`config.mk`:
```
export PLATFORM = sky130hd
export DESIGN_NAME = cursor_step
export DESIGN_NICKNAME = d
export VERILOG_FILES = /design/src/rtl/cursor_pkg.sv /design/src/rtl/cursor_axis.sv /design/src/rtl/cursor_step.sv
export SDC_FILE = /design/constraint.sdc
export NUM_CORES = 1
export LEC_CHECK = 0
export CORE_MARGIN = 4
export CORE_UTILIZATION = 60
export CTS_BUF_LIST = sky130_fd_sc_hd__clkbuf_8
export CTS_CLUSTER_SIZE = 20
export DETAILED_ROUTE_END_ITERATION = 10
export DONT_BUFFER_PORTS = 1
export PLACE_DENSITY = 0.73
export SYNTH_ARGS = -nofsm -noshare
export SYNTH_HDL_FRONTEND = slang
export SYNTH_SLANG_ARGS = --single-unit
```
`constraint.sdc`:
```
create_clock -name clk -period 5 [get_ports clk]
set_clock_uncertainty 0.15 [all_clocks]
set_input_delay 1 -clock clk [delete_from_list [all_inputs] [get_ports clk]]
set_output_delay 1 -clock clk [all_outputs]
set_load 0.005 [all_outputs]
```
`src/rtl/cursor_pkg.sv`:
```
// Shared direction/state types and command decode helpers for the cursor stepper.
package cursor_pkg;

  typedef enum logic [1:0] {
    DIR_NEG  = 2'd0,
    DIR_POS  = 2'd1,
    DIR_NONE = 2'd2
  } dir_t;

  typedef enum logic [2:0] {
    IDLE,
    STEP,
    HOLD,
    STEP_R,
    REPEAT
  } state_t;

  localparam logic [1:0] DIR_RAW_NONE = 2'd2;

  // Raw codes 2 and 3 both mean "no command on this axis".
  function automatic dir_t decode_dir(input logic [1:0] raw);
    case (raw)
      2'd0:    return DIR_NEG;
      2'd1:    return DIR_POS;
      default: return DIR_NONE;
    endcase
  endfunction

  function automatic logic is_none(input dir_t d);
    return d == DIR_NONE;
  endfunction

endpackage

```
`src/rtl/cursor_axis.sv`:
```
// One cursor axis: next coordinate and change flag for a single step command.
// Saturates at 0 / MAX by default; wraps around when CURSOR_WRAP_EN is defined.
module cursor_axis
  import cursor_pkg::*;
#(
  parameter int POS_W = 8,
  parameter int MAX   = 159
) (
  input  logic [POS_W-1:0] coord,
  input  dir_t             dir,
  output logic [POS_W-1:0] next,
  output logic             changed
);

  localparam logic [POS_W:0] MAX_W = (POS_W+1)'(MAX);
  localparam logic [POS_W:0] ONE_W = (POS_W+1)'(1);

  // One extra bit so that 0-1 and MAX+1 are visible before truncation.
  function automatic logic [POS_W-1:0] limit_step(input logic [POS_W:0] wide, input dir_t d);
    logic [POS_W:0]   inc;
    logic [POS_W:0]   dec;
    logic [POS_W-1:0] res;
    inc = wide + ONE_W;
    dec = wide - ONE_W;
    res = wide[POS_W-1:0];
    if (d == DIR_POS) begin
      if (inc <= MAX_W) begin
        res = inc[POS_W-1:0];
      end else begin
`ifdef CURSOR_WRAP_EN
        res = '0;
`else
        res = wide[POS_W-1:0];
`endif
      end
    end else if (d == DIR_NEG) begin
      if (!dec[POS_W]) begin
        res = dec[POS_W-1:0];
      end else begin
`ifdef CURSOR_WRAP_EN
        res = MAX_W[POS_W-1:0];
`else
        res = wide[POS_W-1:0];
`endif
      end
    end
    return res;
  endfunction

  always_comb begin
    next    = limit_step({1'b0, coord}, dir);
    changed = (next != coord);
  end

endmodule

```
`src/rtl/cursor_step.sv`:
```
// Cursor position stepper: synchronises IR direction commands, steps once per
// press and auto-repeats while held. Define CURSOR_WRAP_EN to wrap at the edges.
module cursor_step
  import cursor_pkg::*;
#(
  parameter int POS_W         = 8,
  parameter int X_MAX         = 159,
  parameter int Y_MAX         = 119,
  parameter int X_START       = 80,
  parameter int Y_START       = 60,
  parameter int HOLD_CYCLES   = 25_000_000,
  parameter int REPEAT_CYCLES = 5_000_000
) (
  input  logic             clk,
  input  logic             reset,
  input  logic [1:0]       dir_x,
  input  logic [1:0]       dir_y,
  output logic [POS_W-1:0] pos_x,
  output logic [POS_W-1:0] pos_y,
  output logic             moved
);

  localparam int MAX_CYCLES = (HOLD_CYCLES > REPEAT_CYCLES) ? HOLD_CYCLES : REPEAT_CYCLES;
  localparam int CNT_W      = $clog2(MAX_CYCLES) + 1;

  localparam logic [CNT_W-1:0] HOLD_LOAD   = CNT_W'(HOLD_CYCLES - 1);
  localparam logic [CNT_W-1:0] REPEAT_LOAD = CNT_W'(REPEAT_CYCLES - 1);
  localparam logic [CNT_W-1:0] CNT_ONE     = CNT_W'(1);
  localparam logic [POS_W-1:0] X_INIT      = POS_W'(X_START);
  localparam logic [POS_W-1:0] Y_INIT      = POS_W'(Y_START);

  logic [1:0] sync_x_p0;
  logic [1:0] sync_x_p1;
  logic [1:0] sync_y_p0;
  logic [1:0] sync_y_p1;
  logic       vld_p0;
  logic       vld_p1;

  // Stage p0/p1: two-flop synchroniser; vld marks data sampled since reset.
  always_ff @(posedge clk or posedge reset) begin
    if (reset) begin
      sync_x_p0 <= DIR_RAW_NONE;
      sync_x_p1 <= DIR_RAW_NONE;
      sync_y_p0 <= DIR_RAW_NONE;
      sync_y_p1 <= DIR_RAW_NONE;
      vld_p0    <= 1'b0;
      vld_p1    <= 1'b0;
    end else begin
      sync_x_p0 <= dir_x;
      sync_x_p1 <= sync_x_p0;
      sync_y_p0 <= dir_y;
      sync_y_p1 <= sync_y_p0;
      vld_p0    <= 1'b1;
      vld_p1    <= vld_p0;
    end
  end

  dir_t cmd_x;
  dir_t cmd_y;
  logic cmd_none;

  assign cmd_x    = decode_dir(sync_x_p1);
  assign cmd_y    = decode_dir(sync_y_p1);
  assign cmd_none = is_none(cmd_x) && is_none(cmd_y);

  logic [POS_W-1:0] next_x;
  logic [POS_W-1:0] next_y;
  logic             chg_x;
  logic             chg_y;

  cursor_axis #(
    .POS_W (POS_W),
    .MAX   (X_MAX)
  ) u_axis_x (
    .coord   (pos_x),
    .dir     (cmd_x),
    .next    (next_x),
    .changed (chg_x)
  );

  cursor_axis #(
    .POS_W (POS_W),
    .MAX   (Y_MAX)
  ) u_axis_y (
    .coord   (pos_y),
    .dir     (cmd_y),
    .next    (next_y),
    .changed (chg_y)
  );

  state_t           state;
  logic [CNT_W-1:0] cnt;
  dir_t             lat_x;
  dir_t             lat_y;
  logic             armed;
  logic             cmd_changed;
  logic             cnt_done;

  assign cmd_changed = (cmd_x != lat_x) || (cmd_y != lat_y);
  assign cnt_done    = (cnt <= CNT_ONE);

  // Stage p2: command FSM and position registers.
  // armed needs a genuinely sampled "none" after reset, so a key still held
  // through reset cannot start a new press on its own.
  always_ff @(posedge clk or posedge reset) begin
    if (reset) begin
      state <= IDLE;
      cnt   <= '0;
      lat_x <= DIR_NONE;
      lat_y <= DIR_NONE;
      armed <= 1'b0;
      pos_x <= X_INIT;
      pos_y <= Y_INIT;
      moved <= 1'b0;
    end else begin
      moved <= 1'b0;
      if (vld_p1 && cmd_none) begin
        armed <= 1'b1;
      end
      if (cmd_none) begin
        state <= IDLE;
      end else begin
        case (state)
          IDLE: begin
            if (armed) begin
              state <= STEP;
            end
          end
          STEP, STEP_R: begin
            pos_x <= next_x;
            pos_y <= next_y;
            moved <= chg_x | chg_y;
            lat_x <= cmd_x;
            lat_y <= cmd_y;
            if (state == STEP) begin
              cnt   <= HOLD_LOAD;
              state <= HOLD;
            end else begin
              cnt   <= REPEAT_LOAD;
              state <= REPEAT;
            end
          end
          HOLD, REPEAT: begin
            if (cnt != '0) begin
              cnt <= cnt - CNT_ONE;
            end
            if (cmd_changed) begin
              state <= STEP;
            end else if (cnt_done) begin
              state <= STEP_R;
            end
          end
          default: state <= IDLE;
        endcase
      end
    end
  end

endmodule

```
==> impl_results.md <==
* Outcome: complete, no violations
* Ant diodes at 0
* Site Rows at 29
* Data arrival, critical path at around 3.4 ns
* Final Max Tran Viols at 0
* Gates resized, CTS repair at 0
* Count leader, synth: dfrtp_1
* Syn Area/Cell at 8.60 um^2
* Gr usage total at 0.250
* Post-synth top cells: dfrtp_1, nor2_1, nand2_1, a21oi_1, clkbuf_1
* Final min period at 3.26 ns
* Leakage at approximately 1.7 nW
* Sequential area share after synthesis at 0.387
* Final layout net count at 466
* Synthesis-to-finish area growth at 5.40%
* Total Power at between 2 and 2.5 mW
* Mapped cell area at 0.00398 mm^2
* # placed instances at 518
* Drt drc at 0
* Yosys top cell by area: dfrtp_1
* Power Dens Cells at approximately 500 mW/mm^2
* # hold bufs at CTS at 0
* Setup Buffers After CTS at 0
* Startpoint Class: flop
* # IOs at 23
* Die Wd at 89.5 um
* Worst EP required at 5.13 ns
* Routed WL at 9290 um
* Die ar. at between 0.008 and 0.009 mm^2
* Final core occ at 0.657
* Crit Path Max Fanout at 12
* MaxCap Viol Count at 0
* PortBufs at 0
* Clock Tree Buf Depth at 2
* H-tree depth at 3
* Ys Warns at 0
* CTS sink cnt at between 60 and 70
* Initial antenna violation count at 0
* Root buffer cell: clkbuf_8
* Worst Max-Slew Pin Slew at ~0.95 ns
* Routed vias/inst at between 6 and 7
* Drt wl/cell at 17.4 um
* Share of cells above drive strength 1 at 0.103
* Worst min-delay path category: reg -> reg
* Max Fclk at 0.306 GHz
* FF+latch count, synth at 61
* Cells after Synth at about 460
* Worst Slack Setup Final at 1.74 ns
* Num CTS Buffers at 9
* Ys flop type: dfrtp_1
* Clock latency on the worst-skew pair at 0.35 ns
* Worst VDD drop at about 0.30 mV
* Die Y-Extent at 89.5 um
* Final period utilization at 0.653
* Setup WS pre-CTS at 1.78 ns
* Antenna Nets Post-Route at 0
* Fin Setup TNS at 0 ns
* First-pass GRT wire length at around 15,000 um
* Critical path endpoint category: flop
* RSZ-0062 raised after global routing: false
* WS Path Type: reg -> reg
* Synth unique cells at around 70
* Syn_nets at 477
* Post-DP HPWL at 6370 um
* Vias in the first global route at 3,153
* # setup viols final at 0
* EDFF count, synth at 0
* Hold Fails Final Rpt at 0
* Grt ovf at 0
* DR iter-0 viols at 273
* Share of the synthesized area in the top cell type at 0.308
* Async set-reset flop share out of synthesis at 1.00
* Number of detailed-route iterations in the first pass at 5
* FILL cells at 504
* Pin count of the biggest net entering global routing at 62
* Synth area leaders: dfrtp_1, dfstp_2, nor2_1, nand2_1, a21oi_1
* CTS tree: done
* Vias at 3,544
* Relative slew slack at 0.362
* Initial Utilization at 0.624
* Routability Congestion at about 0.88
* Core Footprint at 0.00639 mm^2
* Final non-filler cell total at 534
* Clk slew on worst S/H paths at 0.08 ns
==> per-layer routing <==
layer	up-vias	global-route usage	share of wire
met2	153	0.364	0.45
li1	1688	-	-
met3	20	0.0599	0.069
met4	0	0.103	0.023
met5	-	0	0
met1	1683	0.357	0.46
==> flip-flops by register name, indices dropped and copies added (netlist names) <==
register and count:
sync_x_p0 2, vld_p1 1, pos_y 8, armed 1, pos_x 8, sync_y_p0 2
cnt 26, state 3, lat_y 2, lat_x 2, sync_y_p1 2, vld_p0 1
moved 1, sync_x_p1 2
==> cell usage in the layout, fill, tap and decap left out, types with 5 or more instances in the layout <==
master / n
a31oi_1: 13
inv_1: 18
ha_1: 8
and2_1: 9
nand4_1: 9
dfstp_2: 12
a21oi_1: 24
o21ai_0: 21
nor3_1: 17
clkbuf_8: 10
nor2b_1: 6
nand2b_1: 10
and3_1: 14
o21a_1: 5
dfrtp_1: 49
nand3_1: 13
or3_1: 7
xnor2_1: 12
xor2_1: 6
nand2_1: 39
o311ai_0: 5
nor2_1: 47
==> final timing paths <==
| path | startpoint | end | slack, ns | depth (start not counted) |
|---|---|---|---|---|
| max in group asynchronous | reset | cnt[18]$_DFFE_PP0P_ | 3.60 | 2 |
| min in group asynchronous | reset | vld_p0$_DFF_PP0_ | 0.61 | 2 |
| max reg2reg | pos_x[0]$_DFFE_PP0P_ | pos_x[6]$_DFFE_PP1P_ | 1.74 | 8 |
| min | sync_y_p0[0]$_DFF_PP0_ | sync_y_p1[0]$_DFF_PP0_ | 0.20 | 0 |
| max | pos_x[0]$_DFFE_PP0P_ | pos_x[6]$_DFFE_PP1P_ | 1.74 | 8 |
| min reg2reg | sync_y_p0[0]$_DFF_PP0_ | sync_y_p1[0]$_DFF_PP0_ | 0.20 | 0 |
==> cells by family after synthesis <==
logic type	share of synthesized area
multiplexers	0.0101
buffers and inverters	0.0402
AND/OR/NAND/NOR	0.286
other	0.000942
AO/OA/AOI/OAI	0.211
XOR/XNOR	0.0396
adder cells (fa/ha/maj)	0.0251
flip-flops	0.387
==> stage by stage <==
step	cell area, um^2	hold slack (ns)
6_report	4200	0.201
5_1_grt	4200	0.212
4_1_cts	4200	0.204
3_5_place_dp	4010	0.188
3_3_place_gp	4010	0.183
2_1_floorplan	3980	0.181
==> critical path, cell delays in order, from the launching register on <==
cell and delay, ns:
dfrtp_1 0.52, inv_1 0.18, ha_1 0.38, and4b_1 0.22, a31oi_1 0.22, o221ai_1 0.18
o22ai_1 0.71, a2111oi_0 0.22, or3_1 0.41
==> where the power goes <==
part           internal (mW)  switching, mW  total [mW]  leakage [nW]
sequential             0.642          0.228       0.870         0.699
clock                  0.238          0.200       0.439         0.105
combinational          0.310          0.491       0.801         0.856
==> final cells by class <==
class | instances | area [um^2] | area share
Multi-Input combinational cell | 360 | 2280 | 0.543
Sequential cell | 61 | 1540 | 0.367
Clock buffer | 10 | 138 | 0.0328
Tap cell | 77 | 96.3 | 0.0230
Inverter | 17 | 63.8 | 0.0152
Clock inverter | 6 | 55.1 | 0.0131
Timing Repair Buffer | 3 | 22.5 | 0.00537
No activity file was read; power rests on OpenSTA's default activity.
